$ cat config.mk
export PLATFORM = sky130hd
export DESIGN_NAME = bmc_soft_pipe
export DESIGN_NICKNAME = d
export VERILOG_FILES = /design/src/rtl/bmc_soft_pipe.sv
export SDC_FILE = /design/constraint.sdc
export NUM_CORES = 1
export LEC_CHECK = 0
export ABC_AREA = 1
export BUFFER_PORTS_ARGS = -buffer_cell sky130_fd_sc_hd__buf_2
export CORE_ASPECT_RATIO = 1.5
export CORE_MARGIN = 3
export CORE_UTILIZATION = 56
export DETAILED_ROUTE_END_ITERATION = 8
export GPL_ROUTABILITY_DRIVEN = 1
export GPL_TIMING_DRIVEN = 0
export HOLD_SLACK_MARGIN = 0.03
export PLACE_DENSITY = 0.8
export SLEW_MARGIN = 20
export SYNTH_ARGS = -nofsm -noshare
export SYNTH_HDL_FRONTEND = slang
export SYNTH_SLANG_ARGS = --single-unit
$ cat constraint.sdc
create_clock -name clk -period 3.7 [get_ports clk]
set_input_delay 0 -clock clk [delete_from_list [all_inputs] [get_ports clk]]
set_output_delay 0 -clock clk [all_outputs]
set_load 0.01 [all_outputs]
$ cat src/rtl/bmc_soft_pipe.sv
// Two-stage pipelined soft-decision branch metric unit for the Viterbi ACS array.
// Optional macro BMC_ERASURE_EN adds an in_erase port that zeroes punctured bits.
module bmc_soft_pipe #(
  parameter int  N_OUT       = 2,
  parameter int  SOFT_W      = 3,
  parameter int  FRAME_CNT_W = 10,
  localparam int BM_W        = $clog2(N_OUT*(2**SOFT_W-1)+1)
) (
  input  logic                       clk,
  input  logic                       rst_n,
  input  logic                       in_valid,
  output logic                       in_ready,
  input  logic [N_OUT*SOFT_W-1:0]    in_sym,
`ifdef BMC_ERASURE_EN
  input  logic [N_OUT-1:0]           in_erase,
`endif
  input  logic                       in_last,
  output logic                       out_valid,
  input  logic                       out_ready,
  output logic [(2**N_OUT)*BM_W-1:0] out_bm,
  output logic [N_OUT-1:0]           out_min_idx,
  output logic                       out_last,
  output logic [FRAME_CNT_W-1:0]     out_sym_cnt
);

  localparam int NCW = 2**N_OUT;

  logic adv1, adv2, outFire;

  logic                          s1_valid_q, s1_last_q;
  logic [N_OUT-1:0][SOFT_W-1:0]  s1_dist0_q, s1_dist1_q;
  logic [N_OUT-1:0][SOFT_W-1:0]  s1_dist0_d, s1_dist1_d;

  logic                          s2_valid_q, s2_last_q;
  logic [NCW-1:0][BM_W-1:0]      s2_bm_q, s2_bm_d;
  logic [N_OUT-1:0]              s2_min_q, s2_min_d;
  logic [BM_W-1:0]               minVal;

  logic [FRAME_CNT_W-1:0]        cnt_q;

  always_comb begin
    adv2     = !s2_valid_q || out_ready;
    adv1     = !s1_valid_q || adv2;
    in_ready = adv1;
    outFire  = s2_valid_q && out_ready;
  end

  // Distance to an expected 1 is MAX-r, which for an all-ones MAX is just ~r.
  always_comb begin
    s1_dist0_d = '0;
    s1_dist1_d = '0;
    for (int j = 0; j < N_OUT; j++) begin
      s1_dist0_d[j] = in_sym[j*SOFT_W +: SOFT_W];
      s1_dist1_d[j] = ~in_sym[j*SOFT_W +: SOFT_W];
`ifdef BMC_ERASURE_EN
      if (in_erase[j]) begin
        s1_dist0_d[j] = '0;
        s1_dist1_d[j] = '0;
      end
`endif
    end
  end

  always_ff @(posedge clk or negedge rst_n) begin
    if (!rst_n) begin
      s1_valid_q <= 1'b0;
      s1_last_q  <= 1'b0;
      s1_dist0_q <= '0;
      s1_dist1_q <= '0;
    end else if (adv1) begin
      s1_valid_q <= in_valid;
      if (in_valid) begin
        s1_last_q  <= in_last;
        s1_dist0_q <= s1_dist0_d;
        s1_dist1_q <= s1_dist1_d;
      end
    end
  end

  // Strict less-than while scanning upward keeps the lowest index among equal minima.
  always_comb begin
    s2_bm_d  = '0;
    s2_min_d = '0;
    minVal   = '0;
    for (int c = 0; c < NCW; c++) begin
      for (int j = 0; j < N_OUT; j++) begin
        if (((c >> j) & 1) == 1)
          s2_bm_d[c] = s2_bm_d[c] + BM_W'(s1_dist1_q[j]);
        else
          s2_bm_d[c] = s2_bm_d[c] + BM_W'(s1_dist0_q[j]);
      end
    end
    minVal = s2_bm_d[0];
    for (int c = 1; c < NCW; c++) begin
      if (s2_bm_d[c] < minVal) begin
        minVal   = s2_bm_d[c];
        s2_min_d = N_OUT'(c);
      end
    end
  end

  always_ff @(posedge clk or negedge rst_n) begin
    if (!rst_n) begin
      s2_valid_q <= 1'b0;
      s2_last_q  <= 1'b0;
      s2_bm_q    <= '0;
      s2_min_q   <= '0;
    end else if (adv2) begin
      s2_valid_q <= s1_valid_q;
      if (s1_valid_q) begin
        s2_last_q <= s1_last_q;
        s2_bm_q   <= s2_bm_d;
        s2_min_q  <= s2_min_d;
      end
    end
  end

  // The counter always holds the position of the symbol currently in S2.
  always_ff @(posedge clk or negedge rst_n) begin
    if (!rst_n) begin
      cnt_q <= '0;
    end else if (outFire) begin
      if (s2_last_q) cnt_q <= '0;
      else           cnt_q <= cnt_q + 1'b1;
    end
  end

  assign out_valid   = s2_valid_q;
  assign out_bm      = s2_bm_q;
  assign out_min_idx = s2_min_q;
  assign out_last    = s2_last_q;
  assign out_sym_cnt = cnt_q;

endmodule

==> results of run 1 <==
final cells by class:
| type | instances | area share [%] |
|---|---|---|
| inverter | 37 | 4.562 |
| sequential | 44 | 36.21 |
| clock inverter | 1 | 0.2466 |
| tap | 45 | 1.850 |
| multi-input combinational | 204 | 42.13 |
| buffer | 4 | 0.4932 |
| clock buffer | 7 | 2.836 |
| timing repair buffer | 58 | 11.67 |
path summary, 6_finish.rpt:
path,from,to,slack [ps]
worst max-delay path,s1_dist0_q[3],out_min_idx[1],240
worst min-delay path,in_valid,s1_dist1_q[3],170
worst max register to register,s1_dist0_q[3],out_min_idx[1],240
worst min register to register,out_bm[10],out_bm[10],470
max in group asynchronous,rst_n,s1_dist0_q[1],2690
min in group asynchronous,rst_n,out_sym_cnt[2],370
routing by layer:
layer  share of wire (%)  track usage [%]  vias up  wire [µm]
li1                    -                -     1061          -
met1                  38            25.92     1045       2057
met2                  57            41.54       42       3029
met3                 3.6            2.671        6        193
met4                 1.2            8.468        0         65
met5                   0                0        -          0
report_power, final:
part / switching (mW) / internal, mW / total (mW) / leakage [nW]
Clock: 0.155 / 0.152 / 0.306 / 0.0445
Combinational: 0.673 / 0.475 / 1.15 / 1.01
Sequential: 0.0897 / 0.613 / 0.703 / 0.547
timing repair:
| action | in CTS | in global routing |
|---|---|---|
| hold buffers | 9 | 0 |
| endpoints found under the setup margin | 0 | 2 |
| buffers inserted | 0 | 8 |
| gates resized for setup | 0 | 25 |
| hold endpoints to repair | 58 | 0 |
tightest hold or removal path: stages:
cell and delay, ps:
buf_2 80, nand2_1 170, nand2_1 100, o21ai_0 70
synth_stat cells, drive strengths merged:
| cell type | number |
|---|---|
| nand2 | 97 |
| dfrtp | 44 |
| inv | 36 |
| o21ai | 26 |
| ha | 23 |
| nor2 | 14 |
| a21oi | 13 |
| nand3 | 9 |
| nor3 | 5 |
| a31oi | 4 |
| clkbuf | 4 |
| fa | 4 |
| nor3b | 4 |
| xor2 | 2 |
| and3 | 1 |
| clkinv | 1 |
| o21bai | 1 |
| o22ai | 1 |
per-stage QoR:
| step | setup slack (ps) | hold slack (ps) | TNS (ps) | power, mW | std cells |
|---|---|---|---|---|---|
| finish | 240.0 | 168.4 | 0 | 2.157 | 400 |
| global placement | 185.6 | 194.7 | 0 | 1.602 | 375 |
| global route | -40.22 | 213.6 | -49.58 | 2.362 | 400 |
| CTS | 75.58 | 160.8 | 0 | 1.968 | 392 |
| detailed placement | 132.5 | 197.3 | 0 | 1.642 | 375 |
| floorplan | 480.7 | -295.6 | 0 | 1.363 | 289 |
cell families (layout without fill, tap and decap cells):
family	after synthesis	in the layout
and+or+nand+nor	130	130
AOI/OAI and AO/OA	45	45
DFF	44	44
buffers and inverters	41	107
adders and majority gates	27	27
xor gates and xnor gates	2	2
state kept, by name (all words and copies together), names as in the netlist:
register,cells
out_last,1
s1_last_q,1
out_bm,16
s1_valid_q,1
out_min_idx,2
s1_dist0_q,6
out_sym_cnt,10
out_valid,1
s1_dist1_q,6
==> out/metrics.yaml, run 1 <==
detailed_routing:
  routed-via-count: 2154
  drt-initial-drc-count: 66
  wirelength_um: 5345
  ant_nets: 0
  viasPerCell: 5.385
  drcViolationCount: 0
  drt_pass1_iterations: 4
  wire_per_inst_um: 13.36
logic_synthesis:
  ys_warn_count: 0
  synth_top_family_by_area: "simple AND/OR/NAND/NOR gates"
  syn_nets: 327
  synth_compound_area_share_pct: 9.709
  synth-xor-area-share_pct: 0.7154
  synth_area_mm2: 0.002449
  synth.distinct_cells: 23
  ys_seq_elements: 44
  yosys.area.top_type_share_pct: 44.97
  avgSynthCellArea_um2: 8.473
  muxShareOfSynthArea_pct: 0
  synth_area_leaders: "dfrtp_1 45%, nand2_1 13%, ha_1 12%"
  synth_area_leader_cell: "dfrtp_1"
  postSynthCellCount: 289
  synth_fa_ha_area_share_pct: 15.02
  yosys.area_share.simple_pct: 23.30
  ys_seq_area_share_pct: 44.97
sta:
  finalSetupViolCount: 0
  relSlewSlack_pct: 38.24
  slew_violations: 0
  worst_slew_pin_slew_ps: 926.4
  maxClockFrequency_mhz: 289.0
  finalCritPeriodShare_pct: 93.51
  fin_worst_skew_ps: 5.108
  period_needed_ps: 3460
  final-hold-violation-count: 0
power:
  vdd_drop_max_mv: 0.5347
  powerDensity_mw_per_mm2: 708.6
  leakage_nw: 1.604
layout:
  multi_input_area_mm2: 0.001282
  diodes: 0
  final_cell_mix: "84 x nand2_1, 43 x dfrtp_1, 41 x buf_2"
  layout-drive-gt1-share_pct: 25.07
  area_growth_syn_to_layout_pct: 24.32
  final-seq-area_mm2: 0.001102
  mostFrequentLayoutCell: "nand2_1"
  nNetsFinal: 392
  fin_area_mm2: 0.003044
  fin_util_pct: 74.91
  fillCellCount: 299
global_route:
  grt_use_total_pct: 22.65
  grt_pass1_wl_um: 9080
  grt_pass1_vias: 2120
  grt_max_degree: 45
  antenna_found_initial: 0
  grt.overflow.total: 0
cts:
  cts_root_buf: "clkbuf_8"
  cts_made_buffers: 5
  clockBufferDepth: 2
  cts_tree: "built"
  clk_pin_slew_worst_paths_ps: 80
  clock_sinks: 44
  htree_levels: 2
  insertion_delay_ps: 290
critical_path:
  crit_type: "reg2reg"
  worst-path-stages: 23
  path_max_fanout: 5
  crit_slowest_cell: "fa_2"
  reg2reg_depth: 23
  path_common_cell: "nand2_1"
  max_stage_delay_ps: 590
  arrival_ps: 3690
  critPathRequiredTime_ps: 3930
  end_kind: "register"
  cp_top_family: "adder cells"
  crit_chain: "ha_2, inv_1, fa_2, ha_4, a21oi_2, nand2_1, nand2_2, nand2_4, nand2_4, o21ai_4, ha_1, nand2_1, nand2_1, nand2_2, nand2_4, nand2_2, o21ai_1, ha_1, nand2_1, nand2_1, nand2_1, nand2_2, a21oi_2"
  crit_buf_inv: 1
  startpoint_type: "register"
place:
  place_area_mm2: 0.002710
  dp_hpwl_um: 3851
  io_buffers: 41
  gp_congestion: 0.8157
floorplan:
  die_height_um: 86.99
  start_util_pct: 60.25
  fp.coreArea_mm2: 0.004064
  ios: 42
  rows: 28
  die-area_mm2: 0.005218
  dieWidth_um: 59.99
min_path:
  hold_path_depth: 4
  hold_path.class: "in2reg"
job:
  drv_cap: 0
status:
  outcome: "finished clean"
Note: power is estimated with default switching activity, not from simulation.
==> run 2: changes to the inputs <==
- CORE_ASPECT_RATIO: 1.5 -> 0.5
==> out/metrics.yaml, run 2 (synthesized netlist as in run 1, its figures left out) <==
status:
  outcome: "finished clean"
cts:
  clockBufferDepth: 2  # unchanged
  cts_root_buf: "clkbuf_8"
  insertion_delay_ps: 300  # about the same
  cts_tree: "built"
  clock_sinks: 44  # unchanged
  clk_pin_slew_worst_paths_ps: 90  # about the same
  cts_made_buffers: 5  # unchanged
  htree_levels: 2  # unchanged
place:
  place_area_mm2: 0.002721  # +0.42%
  dpl_worst_slack_ps: 76.31  # -56.16 ps
  gp_congestion: 0.8679  # +6.4%
  dp_hpwl_um: 4016  # +4.3%
  io_buffers: 41  # unchanged
layout:
  fin_area_mm2: 0.003019  # -0.82%
  diodes: 0  # unchanged
  area_growth_syn_to_layout_pct: 23.30
  fillCellCount: 304  # +1.7%
  layout-drive-gt1-share_pct: 22.22  # -2.8 points
  mostFrequentLayoutCell: "nand2_1"
  final_cell_mix: "88 x nand2_1, 44 x dfrtp_1, 41 x buf_2"
  largest_register_ff_count: 16  # unchanged
  fin_util_pct: 74.66  # -0.25 points
  nNetsFinal: 388  # -1.0%
global_route:
  antenna_found_initial: 0  # unchanged
  grt_pass1_vias: 2064  # -2.6%
  grt_use_total_pct: 23.26  # +0.61 points
  grt_max_degree: 45  # unchanged
  grt.overflow.total: 0  # unchanged
  grt_pass1_wl_um: 9287  # +2.3%
critical_path:
  timing.rr.end: "out_min_idx[0]"
  r2r_start: "s1_dist0_q[3]"
  path_common_cell: "nand2_1"
  reg2reg_depth: 23  # unchanged
  crit_chain: "ha_4, inv_1, fa_2, ha_1, a21oi_1, nand2_1, nand2_2, nand2_4, nand2_1, o21ai_2, ha_1, nand2_1, nand2_1, nand2_2, nand2_4, nand2_1, o21ai_2, ha_1, nand2_1, inv_1, nand2_1, nand2_1, a21oi_2"
  crit_type: "reg2reg"
  critPathRequiredTime_ps: 3930  # about the same
  max_stage_delay_ps: 460  # -130 ps
  crit_slowest_cell: "fa_2"
  reg2reg_slack_ps: 210  # -30 ps
  startpoint_type: "register"
  crit_buf_inv: 2  # +1
  arrival_ps: 3730  # +40 ps
  end_kind: "register"
  path_max_fanout: 6  # +1
  cp_top_family: "adder cells"
power:
  fin_total_pwr_mw: 2.116  # -1.9%
  vdd_drop_max_mv: 0.3002  # -44%
  leakage_nw: 1.597  # -0.45%
  powerDensity_mw_per_mm2: 700.7  # -1.1%
min_path:
  hold_path_depth: 4  # unchanged
  whs_endpoint: "s1_dist1_q[3]"
  hold_path.class: "in2reg"
  hold_path.startpoint: "in_valid"
sta:
  timing.hold.ws_ps: 160.8  # -7.608 ps
  final-hold-violation-count: 0  # unchanged
  period_needed_ps: 3494  # +34.16 ps
  setup_ws_ps: 205.8  # -34.16 ps
  finalCritPeriodShare_pct: 94.44  # +0.92 points
  worst_slew_pin_slew_ps: 563.2  # -363.2 ps
  finalSetupViolCount: 0  # unchanged
  maxClockFrequency_mhz: 286.2  # -0.98%
  relSlewSlack_pct: 62.46  # +24 points
  fin_worst_skew_ps: 9.750  # +4.642 ps
  slew_violations: 0  # unchanged
floorplan:
  ios: 42  # unchanged
  rows: 16  # -43%
  fp.coreArea_mm2: 0.004044  # -0.49%
  start_util_pct: 60.55  # +0.30 points
  die_height_um: 52.76  # -39%
  dieWidth_um: 99.52  # +66%
  die-area_mm2: 0.005250  # +0.61%
detailed_routing:
  viasPerCell: 5.212  # -3.2%
  routed-via-count: 2111  # -2.0%
  drcViolationCount: 0  # unchanged
  wire_per_inst_um: 14.03  # +5.0%
  drt-initial-drc-count: 108  # +64%
  ant_nets: 0  # unchanged
  drt_pass1_iterations: 4  # unchanged
  wirelength_um: 5684  # +6.3%
job:
  drv_cap: 0  # unchanged
run 2: cell count changes in the layout (fill, tap and decap cells not counted), sizes merged:
cell,previous run,this run
clkinvlp,1,0
bufinv,0,1
clkbuf,11,10
clkinv,1,2
buf,49,45
run 2: metrics by stage:
step / setup TNS, ps / std cells
2_1_floorplan: 0 / 289
3_3_place_gp: 0 / 384
3_5_place_dp: 0 / 384
4_1_cts: 0 / 401
5_1_grt: -73.07 / 405
6_report: 0 / 405
run 2: area by class of cell:
type	instances	area (µm²)	area share, %
multi-input cells	204	1244	41.19
repair buffers	54	345.3	11.44
inverters	37	138.9	4.600
clock buffers	6	72.57	2.404
plain buffers	4	15.01	0.4973
flip-flops and latches	44	1101	36.47
clock inverters	2	35.03	1.160
well taps	54	67.56	2.238
run 2: worst max-delay path by stage:
| stage | start | endpoint | slack [ps] | cells after the start |
|---|---|---|---|---|
| 4_1_cts | s1_dist0_q[0] | out_min_idx[0] | 50 | 22 |
| 2_1_floorplan | s1_dist0_q[0] | out_min_idx[1] | 480 | 21 |
| 3_5_place_dp | s1_dist0_q[0] | out_min_idx[0] | 80 | 22 |
| 5_1_grt | s1_dist0_q[0] | out_min_idx[1] | -40 | 23 |
| 6_report | s1_dist0_q[3] | out_min_idx[0] | 210 | 23 |
| 3_3_place_gp | s1_dist0_q[0] | out_min_idx[1] | 250 | 20 |
run 2: per-layer routing:
| metal | up-vias | track usage (%) | routed length, µm |
|---|---|---|---|
| met4 | 0 | 8.844 | 31 |
| met5 | - | 0 | 0 |
| li1 | 1053 | - | - |
| met3 | 4 | 6.109 | 427 |
| met1 | 995 | 30.34 | 2595 |
| met2 | 59 | 37.67 | 2631 |
run 2: report_power, final:
| group | switching [mW] | internal (mW) | total [mW] |
|---|---|---|---|
| Sequential | 0.0960 | 0.612 | 0.708 |
| Clock | 0.166 | 0.201 | 0.367 |
| Combinational | 0.630 | 0.411 | 1.04 |
| Total | 0.892 | 1.22 | 2.12 |
run 2: what timing repair did:
| action | in CTS | in global routing |
|---|---|---|
| endpoints found under the hold margin | 58 | 0 |
| hold buffers | 9 | 0 |
| setup buffers | 0 | 3 |
| endpoints found under the setup margin | 0 | 2 |
| resized for setup | 0 | 17 |
run 2: worst min-delay path, cell delays in order:
cell and delay [ps]:
buf_2 80, nand2_1 170, nand2_1 100, o21ai_0 60
==> run 3: changes to the inputs <==
- BUFFER_PORTS_ARGS: -buffer_cell sky130_fd_sc_hd__buf_2 -> -buffer_cell sky130_fd_sc_hd__clkbuf_2
- CORE_ASPECT_RATIO: 0.5 -> 1.4
- CORE_UTILIZATION: 56 -> 54
- PLACE_DENSITY: 0.8 -> 0.77
==> out/metrics.yaml, run 3 (synthesized netlist as in run 1, its figures left out) <==
floorplan:
  start_util_pct: 56.82  # -3.7 points
  die-area_mm2: 0.005390  # +2.7%
  dieWidth_um: 62.91  # -37%
  ios: 42  # unchanged
  fp.coreArea_mm2: 0.004309  # +6.6%
  die_height_um: 85.68  # +62%
  rows: 28  # +12
place:
  gp_congestion: 0.8460  # -2.5%
  io_buffers: 41  # unchanged
  dp_hpwl_um: 3828  # -4.7%
  place_area_mm2: 0.002729  # +0.28%
  dpl_worst_slack_ps: 99.90  # +23.59 ps
  dp.cells: 390  # +1.6%
layout:
  instances_no_fill: 410  # +1.2%
  diodes: 0  # unchanged
  final_cell_mix: "88 x nand2_1, 44 x dfrtp_1, 40 x clkbuf_2"
  fin_util_pct: 68.50  # -6.2 points
  largest_register_ff_count: 16  # unchanged
  fillCellCount: 374  # +23%
  area_growth_syn_to_layout_pct: 20.54
  mostFrequentLayoutCell: "nand2_1"
  nNetsFinal: 387  # -0.26%
  fin_area_mm2: 0.002952  # -2.2%
  layout-drive-gt1-share_pct: 20.57  # -1.7 points
critical_path:
  crit_type: "reg2reg"
  crit_chain: "ha_2, inv_1, fa_1, ha_1, a21oi_1, nand2_1, nand2_2, nand2_4, nand2_1, o21ai_2, ha_1, nand2_1, nand2_1, nand2_2, nand2_4, nand2_1, o21ai_0, ha_1, nand2_1, nand2_1, nand2_1, nand2_1, a21oi_1"
  path_common_cell: "nand2_1"
  arrival_ps: 3670  # -60 ps
  reg2reg_depth: 23  # unchanged
  timing.rr.end: "out_min_idx[0]"
  cp_top_family: "adder cells"
  path_max_fanout: 6  # unchanged
  startpoint_type: "register"
  crit_slowest_cell: "fa_1"
  end_kind: "register"
  crit_buf_inv: 1  # -1
  critPathRequiredTime_ps: 3930  # about the same
  max_stage_delay_ps: 460  # about the same
  r2r_start: "s1_dist0_q[3]"
  reg2reg_slack_ps: 260  # +60 ps
cts:
  cts_made_buffers: 5  # unchanged
  cts_tree: "built"
  clk_pin_slew_worst_paths_ps: 80  # about the same
  clockBufferDepth: 2  # unchanged
  clock_sinks: 44  # unchanged
  insertion_delay_ps: 300  # about the same
  htree_levels: 2  # unchanged
  cts_root_buf: "clkbuf_8"
sta:
  finalCritPeriodShare_pct: 92.93  # -1.5 points
  setup_ws_ps: 261.6  # +55.79 ps
  slew_violations: 0  # unchanged
  maxClockFrequency_mhz: 290.8  # +1.6%
  relSlewSlack_pct: 37.24  # -25 points
  timing.hold.ws_ps: 145.4  # -15.38 ps
  final-hold-violation-count: 0  # unchanged
  worst_slew_pin_slew_ps: 941.4  # +378.3 ps
  finalSetupViolCount: 0  # unchanged
  period_needed_ps: 3438  # -55.79 ps
  fin_worst_skew_ps: 7.694  # -2.056 ps
  tns_ps: 0  # unchanged
global_route:
  grt_pass1_wl_um: 8763  # -5.6%
  grt_pass1_vias: 2002  # -3.0%
  grt_use_total_pct: 20.75  # -2.5 points
  antenna_found_initial: 0  # unchanged
  grt.overflow.total: 0  # unchanged
  grt_max_degree: 45  # unchanged
detailed_routing:
  drt_pass1_iterations: 4  # unchanged
  drt-initial-drc-count: 103  # -4.6%
  ant_nets: 0  # unchanged
  routed-via-count: 2031  # -3.8%
  viasPerCell: 4.954  # -5.0%
  wirelength_um: 4972  # -13%
  drcViolationCount: 0  # unchanged
  wire_per_inst_um: 12.13  # -14%
power:
  vdd_drop_max_mv: 0.3475  # +16%
  leakage_nw: 1.575  # -1.4%
  powerDensity_mw_per_mm2: 667.2  # -4.8%
  fin_total_pwr_mw: 1.969  # -6.9%
min_path:
  whs_endpoint: "s1_dist1_q[0]"
  hold_path.startpoint: "in_valid"
  hold_path_depth: 4  # unchanged
  hold_path.class: "in2reg"
status:
  outcome: "finished clean"
job:
  drv_cap: 0  # unchanged
-- run 3: routing by layer --
layer	up-vias	global-route usage, %	share of wire, %
li1	1044	-	-
met1	933	22.65	39
met2	49	38.42	54
met3	5	4.194	4.4
met4	0	9.036	2.0
met5	-	0	0
-- run 3: power breakdown --
part	leakage [nW]	total, mW	internal (mW)	switching [mW]
Sequential	0.548	0.702	0.612	0.0899
Clock	0.0479	0.296	0.131	0.164
Combinational	0.979	0.971	0.382	0.589
Total	1.57	1.97	1.13	0.844
-- run 3: layout make-up --
class                      instances  area, µm²  share of cell area [%]
inverter                          37      138.9                   4.705
buffer                             4      15.01                  0.5087
sequential                        44       1101                   37.30
clock buffer                       5      68.82                   2.331
timing repair buffer              53      317.8                   10.77
clock inverter                     3      18.77                  0.6359
multi-input combinational        204       1216                   41.20
tap                               60      75.07                   2.543
-- run 3: worst max path at each step --
| stage | start | end | slack (ps) | cells after the start |
|---|---|---|---|---|
| after global routing | s1_dist0_q[3] | out_min_idx[0] | -20 | 23 |
| after floorplan | s1_dist0_q[0] | out_min_idx[1] | 480 | 21 |
| final | s1_dist0_q[3] | out_min_idx[0] | 260 | 23 |
| after detailed placement | s1_dist0_q[0] | out_min_idx[0] | 100 | 21 |
| after CTS | s1_dist0_q[0] | out_min_idx[0] | 80 | 22 |
| after global placement | s1_dist0_q[0] | out_min_idx[0] | 170 | 21 |
-- run 3: tightest hold or removal path, delay by kind of cell --
| kind | cells | cell delay [ps] |
|---|---|---|
| AOI/OAI and AO/OA | 1 | 60 |
| buffers and inverters | 1 | 70 |
| and+or+nand+nor | 2 | 270 |
-- run 3: what timing repair did --
action	CTS	global route
endpoints found under the setup margin	0	2
hold buffers	9	0
buffers inserted	0	3
gates resized for setup	0	9
hold endpoints to repair	58	0
